$ cat config.mk
export PLATFORM = sky130hd
export DESIGN_NAME = greyhound_boot_ctrl
export DESIGN_NICKNAME = d
export VERILOG_FILES = /design/src/rtl/greyhound_boot_pkg.sv /design/src/rtl/greyhound_debounce.sv /design/src/rtl/greyhound_boot_ctrl.sv
export SDC_FILE = /design/constraint.sdc
export NUM_CORES = 1
export LEC_CHECK = 0
export BUFFER_PORTS_ARGS = -buffer_cell sky130_fd_sc_hd__buf_2
export CORE_MARGIN = 8
export CORE_UTILIZATION = 35
export CTS_BUF_LIST = sky130_fd_sc_hd__clkbuf_4 sky130_fd_sc_hd__clkbuf_8
export DETAILED_ROUTE_END_ITERATION = 10
export HOLD_SLACK_MARGIN = 0.05
export SLEW_MARGIN = 10
export SYNTH_ARGS = -nofsm -noshare
export SYNTH_HDL_FRONTEND = slang
export SYNTH_SLANG_ARGS = --single-unit
$ cat constraint.sdc
create_clock -name clk_i -period 2.1 [get_ports clk_i]
set_clock_uncertainty 0.15 [all_clocks]
set_input_delay 0.105 -clock clk_i [delete_from_list [all_inputs] [get_ports clk_i]]
set_output_delay 0.105 -clock clk_i [all_outputs]
set_load 0.01 [all_outputs]
$ cat src/rtl/greyhound_boot_pkg.sv
// Shared types and default parameters for the greyhound boot/pad-conditioning
// stage. The boot_state_e encoding is visible on boot_state_o, so its values
// are fixed.
package greyhound_boot_pkg;

  localparam int unsigned DEF_NUM_GPIOS       = 32;
  localparam int unsigned DEF_SYNC_STAGES     = 2;
  localparam int unsigned DEF_RST_HOLD_CYCLES = 16;
  localparam int unsigned DEF_CFG_GRACE       = 4;
  localparam int unsigned DEF_CFG_TIMEOUT     = 1024;
  localparam int unsigned DEF_DEBOUNCE_CYCLES = 8;

  typedef enum logic [2:0] {
    BOOT_HOLD     = 3'd0,
    BOOT_STRAP    = 3'd1,
    BOOT_CFG_WAIT = 3'd2,
    BOOT_RUN      = 3'd3,
    BOOT_ERROR    = 3'd4
  } boot_state_e;

endpackage

$ cat src/rtl/greyhound_debounce.sv
// One-bit debouncer with its own input synchroniser.
// The synchronised input must differ from the held value for DEBOUNCE_CYCLES
// consecutive cycles before the held value flips.
// Ports:
//   clk_i  - clock
//   rst_ni - asynchronous active-low reset (the synchronised boot reset)
//   d_i    - raw asynchronous input
//   q_o    - debounced value, registered
module greyhound_debounce
  import greyhound_boot_pkg::*;
#(
  parameter int unsigned DEBOUNCE_CYCLES = DEF_DEBOUNCE_CYCLES,
  parameter int unsigned SYNC_STAGES     = DEF_SYNC_STAGES
) (
  input  logic clk_i,
  input  logic rst_ni,
  input  logic d_i,
  output logic q_o
);

  localparam int unsigned CNT_W = (DEBOUNCE_CYCLES > 1) ? $clog2(DEBOUNCE_CYCLES) : 1;

  logic [SYNC_STAGES-1:0] sync_q;
  logic [CNT_W-1:0]       cnt_q;
  logic                   fe_db_q;
  logic                   d_sync;

  assign d_sync = sync_q[SYNC_STAGES-1];

  // NOTE: every clocked assignment is non-blocking so all flops sample the
  // pre-edge values; blocking here would collapse the synchroniser stages.
  always_ff @(posedge clk_i or negedge rst_ni) begin
    if (!rst_ni) begin
      sync_q  <= '0;
      cnt_q   <= '0;
      fe_db_q <= 1'b0;
    end else begin
      sync_q <= {sync_q[SYNC_STAGES-2:0], d_i};
      if (d_sync == fe_db_q) begin
        cnt_q <= '0;
      end else if (cnt_q == CNT_W'(DEBOUNCE_CYCLES - 1)) begin
        fe_db_q <= ~fe_db_q;
        cnt_q   <= '0;
      end else begin
        cnt_q <= cnt_q + 1'b1;
      end
    end
  end

  assign q_o = fe_db_q;

endmodule

$ cat src/rtl/greyhound_boot_ctrl.sv
// Boot controller and pad-input conditioning in front of the greyhound core.
// Synchronises the pad reset (async assert, sync release), holds the core in
// reset, latches the fpga_mode strap once, waits for configuration to finish
// and then passes a debounced fetch enable. GPIO inputs are synchronised.
// Ports:
//   clk_i, rst_ni       - clock and raw asynchronous active-low pad reset
//   fpga_mode_pad_i     - raw strap pad
//   fetch_enable_pad_i  - raw fetch-enable pad
//   gpio_pad_i          - raw GPIO pads
//   config_busy_i       - configuration busy, already in clk_i domain
//   core_rst_no         - active-low core reset
//   fpga_mode_o         - latched strap
//   fetch_enable_o      - debounced fetch enable, only in RUN
//   gpio_sync_o         - synchronised GPIOs
//   boot_state_o        - current boot state
//   boot_done_o         - high in RUN
//   config_timeout_o    - high in ERROR (terminal until reset)
module greyhound_boot_ctrl
  import greyhound_boot_pkg::*;
#(
  parameter int unsigned NUM_GPIOS       = DEF_NUM_GPIOS,
  parameter int unsigned SYNC_STAGES     = DEF_SYNC_STAGES,
  parameter int unsigned RST_HOLD_CYCLES = DEF_RST_HOLD_CYCLES,
  parameter int unsigned CFG_GRACE       = DEF_CFG_GRACE,
  parameter int unsigned CFG_TIMEOUT     = DEF_CFG_TIMEOUT,
  parameter int unsigned DEBOUNCE_CYCLES = DEF_DEBOUNCE_CYCLES
) (
  input  logic                 clk_i,
  input  logic                 rst_ni,
  input  logic                 fpga_mode_pad_i,
  input  logic                 fetch_enable_pad_i,
  input  logic [NUM_GPIOS-1:0] gpio_pad_i,
  input  logic                 config_busy_i,
  output logic                 core_rst_no,
  output logic                 fpga_mode_o,
  output logic                 fetch_enable_o,
  output logic [NUM_GPIOS-1:0] gpio_sync_o,
  output logic [2:0]           boot_state_o,
  output logic                 boot_done_o,
  output logic                 config_timeout_o
);

  localparam int unsigned HOLD_W     = (RST_HOLD_CYCLES > 1) ? $clog2(RST_HOLD_CYCLES) : 1;
  localparam int unsigned CFG_W      = (CFG_TIMEOUT > 1) ? $clog2(CFG_TIMEOUT) : 1;
  localparam int unsigned GRACE_LAST = (CFG_GRACE > 0) ? CFG_GRACE - 1 : 0;

  // Reset synchroniser: assert follows rst_ni at once, release waits for
  // SYNC_STAGES clock edges.
  logic [SYNC_STAGES-1:0] rst_sync_q;
  logic                   rst_sync_n;

  always_ff @(posedge clk_i or negedge rst_ni) begin
    if (!rst_ni) rst_sync_q <= '0;
    else         rst_sync_q <= {rst_sync_q[SYNC_STAGES-2:0], 1'b1};
  end

  assign rst_sync_n = rst_sync_q[SYNC_STAGES-1];

  // Strap and GPIO synchronisers run straight off the pad reset so the strap
  // is already settled by the time the FSM reaches STRAP.
  logic [SYNC_STAGES-1:0]                strap_sync_q;
  logic [SYNC_STAGES-1:0][NUM_GPIOS-1:0] gpio_sync_q;
  logic                                  strap_sync;

  // NOTE: the synchroniser chains are reset as well so gpio_sync_o reads 0 in
  // reset instead of whatever the pads happened to hold.
  always_ff @(posedge clk_i or negedge rst_ni) begin
    if (!rst_ni) begin
      strap_sync_q <= '0;
      gpio_sync_q  <= '0;
    end else begin
      strap_sync_q <= {strap_sync_q[SYNC_STAGES-2:0], fpga_mode_pad_i};
      gpio_sync_q  <= {gpio_sync_q[SYNC_STAGES-2:0], gpio_pad_i};
    end
  end

  assign strap_sync  = strap_sync_q[SYNC_STAGES-1];
  assign gpio_sync_o = gpio_sync_q[SYNC_STAGES-1];

  // Boot FSM
  boot_state_e       state_q, state_d;
  logic [HOLD_W-1:0] hold_cnt_q, hold_cnt_d;
  logic [CFG_W-1:0]  cfg_cnt_q, cfg_cnt_d;
  logic              fpga_mode_q, fpga_mode_d;
  logic              core_rst_q;

  // NOTE: every signal gets its hold value first so no path through the case
  // leaves one unassigned, which would infer a latch.
  always_comb begin
    state_d     = state_q;
    hold_cnt_d  = hold_cnt_q;
    cfg_cnt_d   = cfg_cnt_q;
    fpga_mode_d = fpga_mode_q;
    unique case (state_q)
      BOOT_HOLD: begin
        if (hold_cnt_q == HOLD_W'(RST_HOLD_CYCLES - 1)) state_d = BOOT_STRAP;
        else                                            hold_cnt_d = hold_cnt_q + 1'b1;
      end
      BOOT_STRAP: begin
        fpga_mode_d = strap_sync;
        cfg_cnt_d   = '0;
        state_d     = BOOT_CFG_WAIT;
      end
      BOOT_CFG_WAIT: begin
        // Completion is checked first so it wins over a same-edge timeout.
        if (cfg_cnt_q >= CFG_W'(GRACE_LAST) && !config_busy_i) state_d = BOOT_RUN;
        else if (cfg_cnt_q == CFG_W'(CFG_TIMEOUT - 1))         state_d = BOOT_ERROR;
        else                                                   cfg_cnt_d = cfg_cnt_q + 1'b1;
      end
      default: ;  // RUN and ERROR are terminal
    endcase
  end

  always_ff @(posedge clk_i or negedge rst_sync_n) begin
    if (!rst_sync_n) begin
      state_q     <= BOOT_HOLD;
      hold_cnt_q  <= '0;
      cfg_cnt_q   <= '0;
      fpga_mode_q <= 1'b0;
      core_rst_q  <= 1'b0;
    end else begin
      state_q     <= state_d;
      hold_cnt_q  <= hold_cnt_d;
      cfg_cnt_q   <= cfg_cnt_d;
      fpga_mode_q <= fpga_mode_d;
      // Registered from the next state so it rises on the STRAP exit edge.
      core_rst_q  <= (state_d == BOOT_CFG_WAIT) || (state_d == BOOT_RUN) ||
                     (state_d == BOOT_ERROR);
    end
  end

  // Fetch enable: debounced continuously from reset release, gated by RUN.
  logic fe_db;

  greyhound_debounce #(
    .DEBOUNCE_CYCLES(DEBOUNCE_CYCLES),
    .SYNC_STAGES    (SYNC_STAGES)
  ) u_fetch_debounce (
    .clk_i (clk_i),
    .rst_ni(rst_sync_n),
    .d_i   (fetch_enable_pad_i),
    .q_o   (fe_db)
  );

  assign core_rst_no      = core_rst_q;
  assign fpga_mode_o      = fpga_mode_q;
  assign boot_state_o     = state_q;
  assign boot_done_o      = (state_q == BOOT_RUN);
  assign config_timeout_o = (state_q == BOOT_ERROR);
  assign fetch_enable_o   = fe_db & (state_q == BOOT_RUN);

endmodule
==> results of run 1 <==
layout by cell type, fill, tap and decap left out, drive strengths merged, types with 2 or more instances in the layout:
| cell type | count |
|---|---|
| o311a | 2 |
| buf | 93 |
| clkinv | 2 |
| nor4 | 2 |
| dfrtp | 93 |
| nor2 | 8 |
| a211o | 2 |
| or4 | 4 |
| xnor2 | 2 |
| clkbuf | 9 |
| a41o | 2 |
| nand2 | 10 |
| and3 | 4 |
| nor3b | 2 |
| and2 | 5 |
| dlygate4sd3 | 36 |
| nand3 | 9 |
| or3 | 6 |
| inv | 5 |
| o21ai | 5 |
| a41oi | 2 |
| xor2 | 2 |
| o31ai | 2 |
| nand4 | 5 |
| ha | 4 |
| mux2 | 3 |
| a21oi | 3 |
| nor2b | 4 |
| nor3 | 4 |
| nand2b | 2 |
| o311ai | 6 |
report_power, final:
group          internal (uW)  switching (uW)
registers               1890            37.6
clock network            568             647
logic                    150             137
area by class of cell:
class                   count  area share, %
clock inverters             7          1.784
inverters                   1        0.08631
repair buffers            129          20.25
well taps                 129          3.711
multi-input cells         107          17.81
flip-flops and latches     93          53.51
clock buffers               9          2.848
state kept, by name (all words and copies together) (netlist names):
register	flops
rst_sync_q	2
u_fetch_debounce.q_o	1
hold_cnt_q	4
u_fetch_debounce.cnt_q	3
core_rst_no	1
gpio_sync_o	32
gpio_sync_q	32
strap_sync_q	2
boot_state_o	3
cfg_cnt_q	10
u_fetch_debounce.sync_q	2
fpga_mode_o	1
synth_stat cells:
cell type | number | area [um2]
a211o_1 | 2 | 17.52
a21oi_1 | 3 | 15.01
a221oi_1 | 1 | 8.760
a31o_2 | 1 | 8.760
a31oi_1 | 1 | 6.260
a41o_1 | 2 | 20.02
a41oi_4 | 1 | 27.53
and2_1 | 5 | 31.28
and3_1 | 4 | 25.02
and4b_1 | 1 | 10.01
buf_2 | 3 | 15.01
buf_4 | 32 | 240.2
clkbuf_1 | 3 | 11.26
conb_1 | 1 | 3.750
dfrtp_1 | 93 | 2327
ha_1 | 4 | 50.05
inv_1 | 1 | 3.750
mux2_2 | 3 | 33.78
nand2_1 | 10 | 37.54
nand2b_1 | 2 | 12.51
nand3_1 | 9 | 45.04
nand4_1 | 5 | 31.28
nand4b_1 | 1 | 8.760
nor2_1 | 8 | 30.03
nor2b_1 | 4 | 25.02
nor3_1 | 2 | 10.01
nor3_2 | 1 | 10.01
nor3_4 | 1 | 16.27
nor3b_1 | 2 | 15.01
nor4_1 | 2 | 12.51
o211ai_1 | 1 | 7.510
o21ai_0 | 5 | 25.02
o311a_1 | 2 | 20.02
o311ai_0 | 4 | 35.03
o311ai_1 | 2 | 17.52
o31ai_1 | 2 | 15.01
or3_1 | 6 | 37.54
or4_1 | 4 | 30.03
xnor2_1 | 2 | 17.52
xor2_1 | 2 | 17.52
worst max path at each step:
stage | from | to | slack (ns)
final | cfg_cnt_q[0] | cfg_cnt_q[7] | 0.08
after global placement | cfg_cnt_q[0] | cfg_cnt_q[5] | 0.07
after floorplan | cfg_cnt_q[0] | cfg_cnt_q[7] | 0.16
after detailed placement | cfg_cnt_q[0] | cfg_cnt_q[7] | 0.04
after CTS | cfg_cnt_q[0] | cfg_cnt_q[7] | 0.03
after global routing | cfg_cnt_q[0] | cfg_cnt_q[4] | -0.02
per-stage QoR:
stage	total power (uW)	setup WS [ns]	cells	utilization, %
6_report	3430	0.08110	475	47.07
5_1_grt	3597	-0.01976	475	47.07
4_1_cts	3474	0.02660	473	46.55
3_5_place_dp	2200	0.03973	421	40.47
3_3_place_gp	2190	0.07212	421	40.47
2_1_floorplan	2098	0.1560	238	-
metal layers:
| layer | wire, um | part of all wire [%] |
|---|---|---|
| met5 | 0 | 0 |
| met4 | 113 | 1.6 |
| met3 | 818 | 12 |
| met2 | 3161 | 46 |
| met1 | 2835 | 41 |
cells by family after synthesis:
logic type / synth area share (%)
simple gates: 11.64
fa+ha+maj: 1.502
buf+inv: 8.111
mux: 1.014
other cells: 0.1125
xor+xnor: 1.052
flops: 69.85
compound gates: 6.722
timing repair:
action	4_1_cts	5_1_grt
setup buffers	0	1
resized for setup	0	4
hold endpoints to repair	104	0
endpoints found under the setup margin	0	7
hold buffers	36	0
==> run summary, run 1 <==
TritonCTS created 9 clock buffers. On the critical path the largest part of the delay comes from compound AO/OA/AOI/OAI gates. Of the cells placed in the final design, the portion with a size suffix greater than 1 is 34.68%. Final period utilization: 96.14%. For the placement-stage cell area, the log shows 3740 um2. The area of all placed cells without fillers is 4349 um2. For this configuration, the core starts out at a cell density of 36.06%. The number of buffers and inverters on the critical path is 0. The final HPWL from detailed placement is 4451 um.

The number of antenna violations at the first check in global routing is 0, and the synthesized instance count is 238. Wires add up to 6929 um. The tools report the maximum number of pins on one net before global-route repair as 69. Global routing used 16.61% of the available met2 tracks. In this run the critical register-to-register path is launched from cfg_cnt_q[0].

The die is 113.6 um wide. Global routing used 11.14% of the available tracks across all layers. The worst register-to-register path ends at cfg_cnt_q[7].

The number of synthesized register bits is 93. Using the TritonRoute via totals, the vias-per-cell ratio works out to 4.524. Endpoint type of the worst setup path: a flip-flop. The first global-routing pass estimated 11,370 um of wire.

Peak per-stage delay on the critical path: 0.39 ns. The critical path goes through ha_1 > nor3_4 > a41oi_4 > o311a_1 > a211o_1. The number of inserted diodes is 0. From bottom edge to top edge, the die measures 113.6 um. The root buffer cell chosen for the clock tree is clkbuf_8. Biggest fanout along the worst timing path: 8.

Among all stages on the critical path, the largest delay is contributed by dfrtp_1. For this design, the sink count on the clock tree is 93. The classification of the worst setup path was reg2reg.

The routed length per instance works out to 14.59 um. The clock period could shrink to 2.019 ns. The count of buffers added on input and output ports is 76. The number of synthesis warnings is 0. The power per cell area works out to 788.6 nW/um2.

After clock tree synthesis, the clock-pin slew on the worst setup and hold paths is 0.09 ns. Top-level port count: 77. For the maximum clock rate, the log shows 495.3 MHz.

The logs give 2,282 for the number of global-route vias before repair and 0.001986 uW for the total leakage power. After detailed routing, the number of remaining DRC violations is 0. The first-pass iteration count of the detailed router is 4, and the area of the core region is 9240 um2.

Summing all multi-input logic gate instances after layout gives 774.5 um2. The worst register-to-register path has a setup slack of 0.08 ns. The global routing met3 resource utilization came out at 6.445%. Across all layers, the routed design uses 2,149 vias. When the netlist entered floorplanning its net count stood at 279. Yosys mapped the design onto 40 distinct sky130hd cell types. The run finished with clean final reports.

Adding up every negative setup slack in the final design gives 0 ns. The run gives 0 as the final hold violation count. At the end of routability-driven placement, the weighted congestion stood at 0.8298.

The overall die area was 12,900 um2; the residual overflow from global routing was 0. The buffer depth of the longest clock path was 2; the average footprint of a synthesized cell was 14.00 um2. The logs give 0.0004228 V for the maximum VDD drop and 2.11 ns for the data arrival at the endpoint of the critical path.

The layout overhead on the synthesized area works out to 30.53%. The worst hold path belongs to the class reg2async. The tools report the endpoint required time on the critical path as 2.19 ns. The logs give 3332 um2 for the mapped cell area and 35 for the number of core rows. The layout has 808 filler cells. TritonCTS built the clock tree.

The run gives 85 as the count of routing violations after the opening detailed-route iteration. Measured in cells, the most critical reg-to-reg path has a length of 5. Highest-utilization routing layer at the global route stage: met2. The critical path runs through a total of 5 cells. For the total number of nets in the final design, the log shows 382. Setup violations remaining at the end of the flow were counted as 0. Sequential cells were found to cover 69.85% of the synthesized design area. Met1 track demand over resource in global routing: 13.01%. Max-cap violations in this run came to 0. Depth of the CTS H-tree: 3. The worst setup path is launched from a flip-flop.

The register area is 2327 um2, and the post-route antenna net violation count is 0. Hold timing on the final database bottoms out at a slack of 0.07888 ns. The latest clock arrival within the worst-skew pair is 0.35 ns. Max-slew violation total from the final report: 0.
Note: power is estimated with default switching activity, not from simulation.
==> inputs of run 2 (changes only) <==
==> constraint.sdc (replaced) <==
create_clock -name clk_i -period 2.5 [get_ports clk_i]
set_clock_uncertainty 0.15 [all_clocks]
set_input_delay 0.125 -clock clk_i [delete_from_list [all_inputs] [get_ports clk_i]]
set_output_delay 0.125 -clock clk_i [all_outputs]
set_load 0.01 [all_outputs]
==> run 2 against run 1 <==
  * Sequential share of layout area increased by 1.3 points
  * Die area stayed put
  * Setup slack improved by 0.22 ns
  * Count of clock-buffer cells in the layout stayed put
  * Sequential cell count did not move
  * Critical path type unchanged
==> run summary, run 2 (synthesis gave the netlist of run 1 again) <==
CTS root buffer: clkbuf_8. The area of the core region came out at 9240 um2 (unchanged). The post-placement worst setup slack came out at 0.3143 ns (+0.2745 ns). The number of core rows was 35 (unchanged); the depth of the CTS H-tree was 3 (unchanged). The tools report the maximum number of pins on one net before global-route repair as 31 (-55%).

The tools report the minimum setup slack among reg-to-reg paths as 0.31 ns (+0.22 ns). Setup repair after global routing left no endpoint under its margin. Classification of the worst setup path: reg2reg. The clock transition at the registers of the reported paths came out at 0.10 ns (about the same). Startpoint type of the worst setup path: a flip-flop. The power per cell area was 718.5 nW/um2 (-8.9%); the total number of nets in the final design was 369 (-3.4%). The number of inserted diodes was 0 (unchanged); the peak per-stage delay on the critical path was 0.43 ns (+0.04 ns). The average vias per placed instance was 4.432 (-2.0%). The final HPWL from detailed placement is 4198 um (-5.7%). The power dissipated by switching net loads is 674.7 uW (-18%). The library cell used most frequently in the layout, excluding fill and tap cells, is dfrtp_1. The tools report the first-pass iteration count of the detailed router as 4 (unchanged). For the combinational cell fraction of total power, the log shows 7.4% (-1.0 points). The flow ran to the end, and the final reports show no timing, DRC or antenna violations. The quantity of gates resized following cts was 0 (unchanged).

The logs give 2,188 (-4.1%) for the number of global-route vias before repair and 2,043 (-4.9%) for the via count. The die extent in y came out at 113.6 um (unchanged). The placer congestion estimate was 0.7820 (-5.8%); the share of layout cells above drive strength 1 was 31.02% (-3.7 points). For the maximum VDD drop, the log shows 0.0005022 V (+19%).

The reg-to-reg startpoint is cfg_cnt_q[0]. TritonCTS built the clock tree. For the share of the core filled with cells in the final layout, the log shows 45.97% (-1.1 points). Endpoint type of the worst setup path: a flip-flop. The final-layout setup total negative slack was 0 ns (unchanged); the top-level port count was 77 (unchanged).

In this run the critical register-to-register path is captured at cfg_cnt_q[5]. In this run the tightest slew margin relative to its limit is 58.96%. Overall power after layout: 3052 uW (-11%). Leaving out fill and tap cells, the most frequent cells in the layout are 93 x dfrtp_1, 76 x buf_2, 36 x dlygate4sd3_1, 10 x nand2_1.

The slew of the pin with the lowest slew margin is 0.6156 ns, and the starting utilization of the core area is 36.06% (unchanged). The critical path goes through ha_1 > nor3_4 > a41oi_4 > o311a_1 > a211o_1. The count of input and output buffers was 76 (unchanged); the data arrival at the endpoint of the critical path was 2.28 ns (+0.17 ns).

The slowest stage of the critical path belongs to the cell o311a_1. The total leakage power is 0.001940 uW (-2.3%), and the width of the die is 113.6 um (unchanged). The slack of the critical path was 0.3050 ns (+0.2239 ns).

The final routed wirelength across all metal layers is 6431 um (-7.2%). The fraction of power spent switching nets works out to 22.11% (-1.8 points). For the first-pass GRT wire length, the log shows 10,880 um (-4.3%).

The run gives 93 (unchanged) as the number of sinks handled by clock tree synthesis. The run gives 0 (unchanged) as the post-route antenna net violation count. The register share of total power is 53.1% (-3.1 points). The path class of the tightest hold or removal check is reg2async. The critical path buffer and inverter count is 0 (unchanged). The residual overflow from global routing came out at 0 (unchanged). The tools report the buffer depth of the longest clock path as 2 (unchanged). The logs give 2377 uW (-8.9%) for the internal power consumption and 0 (unchanged) for the number of design rule violations left after detail routing.

The run gives 12,900 um2 (unchanged) as the overall die area. The final hold violation count is 0 (unchanged), and the layout overhead on the synthesized area is 27.49%. The latest clock arrival within the worst-skew pair was 0.35 ns (about the same). The logs give 2.58 ns (+0.39 ns) for the endpoint required time on the critical path and 0 (unchanged) for the number of antenna violations at the first check in global routing. The final count of negative-setup-slack endpoints was 0 (unchanged); the max-slew violation total from the final report was 0 (unchanged). The run gives 39.5% (+4.1 points) as the clock network power share. The count of routing violations after the opening detailed-route iteration came out at 77 (-9.4%).

The clock buffer count from CTS came out at 9 (unchanged). On the critical path the largest part of the delay comes from compound AO/OA/AOI/OAI gates. Endpoint of the most critical setup path: cfg_cnt_q[5]. Maximum clock rate: 455.6 MHz (-8.0%). The depth of the worst register-to-register path works out to 5 (unchanged). The run gives 0 (unchanged) as the max-capacitance violation count. In this run the worst setup path begins at cfg_cnt_q[0]. The logic depth of the worst setup path including buffers is 5 (unchanged), and the global-route usage over all layers is 10.61% (-0.54 points). The clock period minus final worst setup slack came out at 2.195 ns (+0.1761 ns). The biggest fanout along the worst timing path was 18 (+10); the routed length per instance was 13.95 um (-4.4%).

The final period utilization came out at 87.80% (-8.3 points).
==> run 2: changes by cell type in the layout (fill, tap and decap cells not counted), moves of 2 or more <==
cell and delta:
buf_4 -11, bufinv_16 +2, clkinv_2 -2, inv_6 -2
nor2_1 +2, nor2_2 -2
==> run 2: routing by layer <==
layer / share of wire [%] / vias to the layer above / routed length [um] / GRT usage [%]
met3: 10 / 6 / 664 / 6.498
met1: 44 / 986 / 2831 / 12.67
li1: - / 980 / - / -
met2: 45 / 71 / 2878 / 15.62
met5: 0 / - / 0 / 0
met4: 0.89 / 0 / 57 / 2.931
==> run 2: worst min-delay path by stage <==
stage | start | endpoint | depth (start not counted)
6_report | rst_sync_q[1] | boot_state_o[2] | 1
5_1_grt | rst_sync_q[1] | cfg_cnt_q[7] | 1
4_1_cts | rst_sync_q[1] | boot_state_o[2] | 1
3_5_place_dp | rst_ni | gpio_sync_q[11] | 1
3_3_place_gp | rst_ni | gpio_sync_q[11] | 1
2_1_floorplan | rst_ni | gpio_sync_o[0] | 0
==> run 2: repair_timing <==
item,in CTS,in global routing
hold endpoints to repair,64,0
buffers inserted,0,0
setup endpoints to repair,0,0
hold buffers,36,0
==> run 2: area by class of cell <==
class                   count  area, um2
well taps                 129      161.4
fillers                   828       4992
inverters                   1      3.754
clock inverters             6      118.9
flip-flops and latches     93       2327
repair buffers            117      778.2
multi-input cells         106      734.5
clock buffers               9      123.9
==> run 2: power groups by stage <==
stage          sequential (uW)  clock [uW]  combinational, uW
2_1_floorplan             1650           0                114
3_3_place_gp              1650           0                184
3_5_place_dp              1650           0                186
4_1_cts                   1620        1250                230
5_1_grt                   1630        1310                251
6_report                  1620        1210                224
==> run 2: per-stage QoR <==
| step | hold WS [ns] | area (um2) | cells |
|---|---|---|---|
| 4_1_cts | 0.1058 | 4248 | 461 |
| 2_1_floorplan | -0.3206 | 3332 | 238 |
| 5_1_grt | 0.1308 | 4248 | 461 |
| 3_5_place_dp | 0.02562 | 3645 | 410 |
| 6_report | 0.08384 | 4248 | 461 |
| 3_3_place_gp | 0.02519 | 3645 | 410 |
